### src/rtl/uart_dec_rx.sv
// uart_dec_rx: UART 8N1 receiver followed by an ASCII decimal line parser.
//
// Bytes are deserialised from uartx_i (LSB first, one start bit, one stop bit).
// Decimal digits are accumulated. A CR (0x0D) or LF (0x0A) terminates the line
// and either publishes the value or reports a rejected line.
//
// Optional feature macro: UART_DEC_OVF_EN
//   defined   : a 6th digit, or any digit that would take the value above 65535,
//               marks the line bad (parse_err at the terminator, no value).
//   undefined : the accumulator wraps modulo 2^16 after every digit.
//
// Ports:
//   clk_i            system clock (single domain)
//   rst_i            asynchronous active-high reset
//   uartx_i          serial line, idle high, asynchronous to clk_i
//   rx_byte_o        last correctly framed data byte
//   rx_byte_valid_o  one-cycle pulse, rx_byte_o valid in the same cycle
//   value_o          last accepted decimal value, held until the next accepted line
//   value_valid_o    one-cycle pulse when value_o updates
//   frame_err_o      one-cycle pulse when the stop bit is sampled low
//   parse_err_o      one-cycle pulse when a terminated line is rejected

module uart_dec_rx #(
    parameter int unsigned CLK_HZ = 12000000,
    parameter int unsigned BAUD   = 9600
) (
    input  logic        clk_i,
    input  logic        rst_i,
    input  logic        uartx_i,
    output logic [7:0]  rx_byte_o,
    output logic        rx_byte_valid_o,
    output logic [15:0] value_o,
    output logic        value_valid_o,
    output logic        frame_err_o,
    output logic        parse_err_o
);

    localparam int unsigned DIV  = CLK_HZ / BAUD;
    localparam int unsigned HALF = DIV / 2;
    localparam int unsigned CW   = (DIV > 2) ? $clog2(DIV) : 1;

    localparam logic [CW-1:0] DivLast  = CW'(DIV - 1);
    localparam logic [CW-1:0] HalfLast = CW'(HALF - 1);

    typedef enum logic [1:0] {StIdle, StStart, StData, StStop} state_e;

    // ------------------------------------------------------------------
    // Input synchroniser
    // ------------------------------------------------------------------
    logic [1:0] sync_q;
    logic       rxs;

    always_ff @(posedge clk_i or posedge rst_i) begin
        if (rst_i) begin
            sync_q <= 2'b11;
        end else begin
            sync_q <= {sync_q[0], uartx_i};
        end
    end

    assign rxs = sync_q[1];

    // ------------------------------------------------------------------
    // Bit-level receiver FSM
    // ------------------------------------------------------------------
    state_e        state_q;
    logic [CW-1:0] cnt_q;
    logic [2:0]    idx_q;
    logic [7:0]    shift_q;
    logic [7:0]    rx_byte_q;
    logic          rx_byte_valid_q;
    logic          frame_err_q;

    always_ff @(posedge clk_i or posedge rst_i) begin
        if (rst_i) begin
            state_q         <= StIdle;
            cnt_q           <= '0;
            idx_q           <= 3'd0;
            shift_q         <= 8'h00;
            rx_byte_q       <= 8'h00;
            rx_byte_valid_q <= 1'b0;
            frame_err_q     <= 1'b0;
        end else begin
            rx_byte_valid_q <= 1'b0;
            frame_err_q     <= 1'b0;
            unique case (state_q)
                StIdle: begin
                    if (!rxs) begin
                        cnt_q   <= '0;
                        state_q <= StStart;
                    end
                end
                StStart: begin
                    // Mid-start-bit check rejects short glitches.
                    if (cnt_q == HalfLast) begin
                        if (!rxs) begin
                            cnt_q   <= '0;
                            idx_q   <= 3'd0;
                            state_q <= StData;
                        end else begin
                            state_q <= StIdle;
                        end
                    end else begin
                        cnt_q <= cnt_q + 1'b1;
                    end
                end
                StData: begin
                    if (cnt_q == DivLast) begin
                        cnt_q          <= '0;
                        shift_q[idx_q] <= rxs;
                        if (idx_q == 3'd7) begin
                            state_q <= StStop;
                        end else begin
                            idx_q <= idx_q + 3'd1;
                        end
                    end else begin
                        cnt_q <= cnt_q + 1'b1;
                    end
                end
                StStop: begin
                    // Return to idle at mid-stop so an early next start bit is caught.
                    if (cnt_q == DivLast) begin
                        cnt_q <= '0;
                        if (rxs) begin
                            rx_byte_q       <= shift_q;
                            rx_byte_valid_q <= 1'b1;
                        end else begin
                            frame_err_q <= 1'b1;
                        end
                        state_q <= StIdle;
                    end else begin
                        cnt_q <= cnt_q + 1'b1;
                    end
                end
                default: state_q <= StIdle;
            endcase
        end
    end

    // ------------------------------------------------------------------
    // Decimal line parser
    // ------------------------------------------------------------------
    logic [16:0] acc_q;
    logic [2:0]  ndig_q;
    logic        bad_q;
    logic [15:0] value_q;
    logic        value_valid_q;
    logic        parse_err_q;

    logic        is_digit;
    logic        is_term;
    logic [20:0] prod;
    logic [16:0] acc_d;
    logic [2:0]  ndig_inc;
    logic        dig_ovf;

    always_comb begin
        is_digit = (rx_byte_q >= 8'h30) && (rx_byte_q <= 8'h39);
        is_term  = (rx_byte_q == 8'h0D) || (rx_byte_q == 8'h0A);
        // For '0'..'9' the digit value is simply the low nibble.
        prod     = 21'(acc_q) * 21'd10 + 21'(rx_byte_q[3:0]);
        ndig_inc = (ndig_q == 3'd7) ? 3'd7 : ndig_q + 3'd1;
`ifdef UART_DEC_OVF_EN
        dig_ovf  = (ndig_q >= 3'd5) || (prod > 21'd65535);
        acc_d    = prod[16:0];
`else
        dig_ovf  = 1'b0;
        acc_d    = 17'(prod % 21'd65536);
`endif
    end

    always_ff @(posedge clk_i or posedge rst_i) begin
        if (rst_i) begin
            acc_q         <= 17'd0;
            ndig_q        <= 3'd0;
            bad_q         <= 1'b0;
            value_q       <= 16'd0;
            value_valid_q <= 1'b0;
            parse_err_q   <= 1'b0;
        end else begin
            value_valid_q <= 1'b0;
            parse_err_q   <= 1'b0;
            if (frame_err_q) begin
                bad_q <= 1'b1;
            end else if (rx_byte_valid_q) begin
                if (is_digit) begin
                    acc_q  <= acc_d;
                    ndig_q <= ndig_inc;
                    if (dig_ovf) begin
                        bad_q <= 1'b1;
                    end
                end else if (is_term) begin
                    // Empty clean lines are dropped so CR LF yields one value.
                    if (bad_q) begin
                        parse_err_q <= 1'b1;
                    end else if (ndig_q != 3'd0) begin
                        value_q       <= acc_q[15:0];
                        value_valid_q <= 1'b1;
                    end
                    acc_q  <= 17'd0;
                    ndig_q <= 3'd0;
                    bad_q  <= 1'b0;
                end else begin
                    bad_q <= 1'b1;
                end
            end
        end
    end

    assign rx_byte_o       = rx_byte_q;
    assign rx_byte_valid_o = rx_byte_valid_q;
    assign frame_err_o     = frame_err_q;
    assign value_o         = value_q;
    assign value_valid_o   = value_valid_q;
    assign parse_err_o     = parse_err_q;

endmodule

### config.mk
export PLATFORM = sky130hd
export DESIGN_NAME = uart_dec_rx
export DESIGN_NICKNAME = d
export VERILOG_FILES = /design/src/rtl/uart_dec_rx.sv
export SDC_FILE = /design/constraint.sdc
export NUM_CORES = 1
export LEC_CHECK = 0
export BUFFER_PORTS_ARGS = -buffer_cell sky130_fd_sc_hd__buf_2
export CAP_MARGIN = 40
export CORE_MARGIN = 8
export CORE_UTILIZATION = 50
export CTS_CLUSTER_SIZE = 20
export DETAILED_ROUTE_END_ITERATION = 6
export PLACE_DENSITY = 0.72
export SLEW_MARGIN = 5
export SYNTH_ARGS = -nofsm -noshare
export SYNTH_HDL_FRONTEND = slang
export SYNTH_SLANG_ARGS = --single-unit
### constraint.sdc
create_clock -name clk_i -period 4.6 [get_ports clk_i]
set_clock_uncertainty 0.2 [all_clocks]
set_input_delay 0.23 -clock clk_i [delete_from_list [all_inputs] [get_ports clk_i]]
set_output_delay 0.23 -clock clk_i [all_outputs]
set_load 0.005 [all_outputs]
# [Yosys cells after proc, flatten, opt, wreduce, memory -nomap -nowiden]
# Cells that the tools add are included.
[word_totals] ff_bits=75 inputBits=3 out_inout_bits=28 wordCells=104
[op_classes] addsub=4 mul=1 magnitude_cmp=4 n_eq_ne=17 n_mux=45 n_bitwise=3 n_reduce_logical=16
[ops] operator="17-bit 2-to-1 mux" count=2
[ops] operator="11-bit 2-to-1 mux" count=3
[ops] operator="11-bit case mux with 3 select lines" count=1
[ops] operator="1-bit 2-to-1 mux" count=22
[ops] operator="3-bit 2-to-1 mux" count=7
[ops] operator="17-bit by 3-bit multiplier with 15-bit output (second input constant)" count=1
[ops] operator="16-bit by 4-bit adder with 16-bit output" count=1
[ops] operator="8-bit by 4-bit equality test with 1-bit output (second input constant)" count=2
[ops] operator="2-bit inequality test (second input constant)" count=8
[ops] operator="2-bit 2-to-1 mux" count=6
[ops] operator="11-bit by 1-bit adder with 11-bit output (second input constant)" count=1
[ops] operator="11-bit by 10-bit equality test with 1-bit output (second input constant)" count=1
[ops] operator="11-bit equality test (second input constant)" count=1
[ops] operator="5-bit AND reduction" count=2
[ops] operator="8-bit bitwise mux" count=1
[ops] operator="8-bit by 6-bit greater-or-equal comparator with 1-bit output (second input constant)" count=1
[ops] operator="8-bit by 6-bit <= comparator with 1-bit output (second input constant)" count=1
[ops] operator="2-bit case mux with 4 select lines" count=1
[ops] operator="3-bit by 1-bit adder with 3-bit output (second input constant)" count=2
[ops] operator="3-bit equality test (second input constant)" count=2
[ops] operator="3-bit case mux with 2 select lines" count=1
[ops] operator="3-bit AND reduction" count=2
[ops] operator="6-bit AND reduction" count=1
[ops] operator="2-bit nonzero test" count=3
[ops] operator="12 further kinds" count=17

# [Longest topological paths before layout]
[logic_depth] word_depth=7 ltp_mapped=10 mapped_depth_nobuf=10

# [Least setup slack after synthesis]
# No wires, ideal clock.
[synth_timing] kind="flip-flop to flip-flop" from="register acc_q[1]" to="register acc_q[15]" setup_ns=0.126 arrival_time_ns=3.001 required_ns=4.274 slack_ns=1.273 path_stages_with_launch=11 n_path_buf=0 period_less_slack_ns=3.327 cell_sequence="dfrtp_1 > ha_1 > ha_1 > fa_1 > xnor2_1 > a2111oi_1 > o211ai_1 > nor4b_4 > nand2_1 > o311a_1 > a221o_1"
[synth_between] elab_chain_cells=3
[synth_lines] element="start, declared" line="143" rtl="logic [16:0] acc_q;"
[synth_lines] element="start signal, assigned" line="174" rtl="acc_q <= 17'd0;"
[synth_lines] element="start signal, assigned" line="187" rtl="acc_q <= acc_d;"
[synth_lines] element="start signal, assigned" line="200" rtl="acc_q <= 17'd0;"
[synth_lines] element="17-bit by 3-bit multiplier with 15-bit output" line="161" rtl="prod = 21'(acc_q) * 21'd10 + 21'(rx_byte_q[3:0]);"
[synth_lines] element="16-bit by 4-bit adder with 16-bit output" line="161"
[synth_lines] element="17-bit 2-to-1 mux" line="186" rtl="if (is_digit) begin"
# Every way passes these cells.
# A chain may end at the register's enable or synchronous reset.

# [Worst setup path in the final report]
# Ends and elaborated chain as after synthesis.

==> flow_metrics.env <==
export IMPL_status="complete, no violations"
export IMPL_io_pins=31
export IMPL_netlist_area_leader_share_pct=42.3
export IMPL_maxSlewViolCount=0
export IMPL_use_met3_pct=2.80
export IMPL_max_freq_ghz=0.271
export IMPL_period_share_pct=80.3
export IMPL_p_sw_share_pct=21.9
export IMPL_synth_area_leaders="dfrtp_1, ha_1, nand2_1, xnor2_1, o21ai_0"
export IMPL_power_switching_uw=275
export IMPL_dpl_worst_slack_ns=0.947
export IMPL_cts_buffer_depth=2
export IMPL_finalSetupViolations=0
export IMPL_whs_ns=0.134
export IMPL_yosys_top_cells_count="nand2_1, dfrtp_1, ha_1"
export IMPL_intPower_uw=982
export IMPL_numCtsBuffers=9
export IMPL_async_flop_share_pct=100
export IMPL_min_period_ns=3.69
export IMPL_ant_nets=0
export IMPL_cts_root_buf="clkbuf_8"
export IMPL_synth_adder_area_share_pct=10.6
export IMPL_grt_pass1_wl_um=14900
export IMPL_top_usage_layer="met2"
export IMPL_htree_levels=3
export IMPL_first_global_vias=3216
export IMPL_yosys_warnings=0
export IMPL_grt_overflow_total=0
export IMPL_path_cells="ha_1, ha_1, fa_1, xnor2_1, a2111oi_1, o211ai_1, nor4b_4, nand2_1, o311a_1, a221o_1"
export IMPL_synth_xor_area_share_pct=4.93
export IMPL_max_cap_violations=0
export IMPL_finalWirelength_um=8740
export IMPL_drive_gt1_share_pct=13.6
export IMPL_synth_ff_type="dfrtp_1"
export IMPL_critPathKind="reg -> reg"
export IMPL_ir_drop_mv=0.147
export IMPL_synth_nets=494
export IMPL_synth_edf_count=0
export IMPL_synth_simple_area_share_pct=22.2
export IMPL_clock_latency_ns=0.35
export IMPL_netlist_area_um2=4260
export IMPL_fillers=720
export IMPL_row_count=33
export IMPL_cts_tree="done"
export IMPL_critPathTopFamily="compound AO/OA/AOI/OAI gates"
export IMPL_synth_mux_area_fraction_pct=2.64
export IMPL_crit_path_max_fanout=5
export IMPL_tightest_slew_ns=0.773
export IMPL_seqPwrFrac_pct=52.0
export IMPL_dr_pass1_iters=4
export IMPL_drc_errors=0
export IMPL_routed_via_density=5.56
export IMPL_hold_violations=0
export IMPL_startpoint_type="flip-flop"
export IMPL_crit_slowest_cell="dfrtp_1"
export IMPL_synth_top_family_by_area="simple AND/OR/NAND/NOR gates"
export IMPL_yosysMostFrequentCell="nand2_1"
export IMPL_cp_end_kind="flip-flop"
export IMPL_power_leakage_uw=0.00241
export IMPL_antennaDiodeCount=0
export IMPL_drt_iter0_markers=125
export IMPL_cts_sinks=74
export IMPL_vias=3318
export IMPL_place_hpwl_um=6360
export IMPL_gp_congestion=0.828
export IMPL_die_w_um=108
export IMPL_syn_avg_cell_area_um2=9.35
export IMPL_track_usage_pct=15.4
export IMPL_syn2layout_area_growth_pct=11.5
export IMPL_powerDensity_nw_per_um2=264
export IMPL_worst_ep_arrival_time_ns=3.73
export IMPL_netlist_instances=456
export IMPL_use_met1_pct=20.2
export IMPL_ys_types=55
export IMPL_path_common_cell="ha_1"
export IMPL_rsz0062_at_grt="no"
export IMPL_cp_required_ns=4.63
export IMPL_grt_util_met2_pct=24.5
export IMPL_yosysTopAreaCell="dfrtp_1"
export IMPL_slew_headroom_pct=48.5
export IMPL_grt_max_degree=65
export IMPL_finalSetupTns_ns=0
export IMPL_fin_ws_ns=0.906
export IMPL_clk_pin_slew_ns=0.08
export IMPL_combPwrFrac_pct=1.2
export IMPL_antenna_found_initial=0
export IMPL_synth_compound_area_share_pct=13.3
export IMPL_final_net_count=525
export IMPL_die_area_um2=11700
export IMPL_power_frac_clock_pct=46.8
export IMPL_wl_per_cell_um=14.6
export IMPL_hold_class="in -> async"
export IMPL_fp_coreArea_um2=8260
export IMPL_synth_seq_cells=74
export IMPL_slowest_delay_ns=0.46
export IMPL_yosysSeqAreaShare_pct=43.5
export IMPL_io_buffer_count=30
export IMPL_die_h_um=108
export IMPL_initial_core_util_pct=51.6
export IMPL_crit_buf_inv=0
## cells in the final DEF (no fill, tap or decap), types with 4 or more instances in the layout
cell	synthesis	routed
a21o_1	7	7
nand4_1	9	9
and3_1	7	7
nor3_1	8	8
a21oi_1	16	16
clkbuf_8	0	10
nor2b_1	7	7
nor2_1	18	18
buf_2	3	30
ha_1	33	33
nand2_1	101	101
xor2_1	7	7
a31oi_1	4	4
o31ai_1	6	6
nand3_1	20	20
nand2b_1	7	7
mux2_2	10	10
o21ai_0	29	29
inv_1	14	13
a22o_1	5	5
xnor2_1	17	17
dfrtp_1	72	72
## layout make-up
cell class                 count  area [um^2]  area share (%)
clock buffer                  10          138            2.89
clock inverter                 6         97.6            2.05
tap                          105          131            2.76
inverter                      16         60.1            1.26
multi-input combinational    352         2290            48.1
sequential                    74         1850            39.0
timing repair buffer          34          185            3.89
## worst reg2reg max path, cell delays in order, from the launching register on
cell and delay, ns:
dfrtp_1 0.46, ha_1 0.32, ha_1 0.24, fa_1 0.46, xnor2_1 0.23, a2111oi_1 0.46
o211ai_1 0.21, nor4b_4 0.31, nand2_1 0.13, o311a_1 0.30, a221o_1 0.26
## worst paths after layout
check / startpoint / end / slack (ns) / depth (start not counted)
max in group asynchronous: rst_i / acc_q[15] / 3.03 / 4
hold / removal: rst_i / cnt_q[1] / 0.13 / 3
min in group clk_i: sync_q[0] / sync_q[1] / 0.16 / 0
hold reg to reg: sync_q[0] / sync_q[1] / 0.16 / 0
setup reg to reg: acc_q[1] / acc_q[15] / 0.91 / 10
setup / recovery: acc_q[1] / acc_q[15] / 0.91 / 10
## power groups by stage
stage               sequential [uW]  clock (uW)  combinational (uW)
finish                          653         589                15.5
CTS                             653         597                16.9
global placement                666           0                15.2
detailed placement              666           0                15.4
global route                    654         623                18.7
floorplan                       665           0                11.2
## stage by stage
stage | area, um^2 | utilization (%) | total power (uW) | instances
floorplan | 4260 | - | 676 | 456
global placement | 4500 | 54.5 | 681 | 579
detailed placement | 4500 | 54.5 | 682 | 579
CTS | 4760 | 57.6 | 1270 | 597
global route | 4760 | 57.6 | 1300 | 597
finish | 4760 | 57.6 | 1260 | 597
## cell families (layout without fill, tap and decap cells)
kind of cell | count (synthesis) | in the layout
simple gates | 196 | 196
buf+inv | 30 | 66
mux | 10 | 10
xor+xnor | 24 | 24
flops | 74 | 74
compound gates | 87 | 87
fa+ha+maj | 35 | 35
## layer usage
layer  part of all wire (%)  routed length, um
met5                      0                  0
met4                    1.7                147
met3                    4.4                386
met2                     46               4050
met1                     48               4160
## flip-flops by register name, indices dropped and copies added (netlist names), named ones only
| register | count |
|---|---|
| shift_q | 8 |
| value_o | 16 |
| acc_q | 16 |
| rx_byte_o | 8 |
| bad_q | 1 |
| value_valid_o | 1 |
| idx_q | 3 |
| rx_byte_valid_o | 1 |
| state_q | 1 |
| frame_err_o | 1 |
| cnt_q | 11 |
| sync_q | 2 |
| ndig_q | 3 |
| parse_err_o | 1 |
## what timing repair did
item                                   4_1_cts  5_1_grt
hold buffers                                 2        0
endpoints found under the hold margin       11        0
setup buffers                                0        0
gates resized for setup                      0        0
setup endpoints to repair                    0        0
No activity file was read; power rests on OpenSTA's default activity.
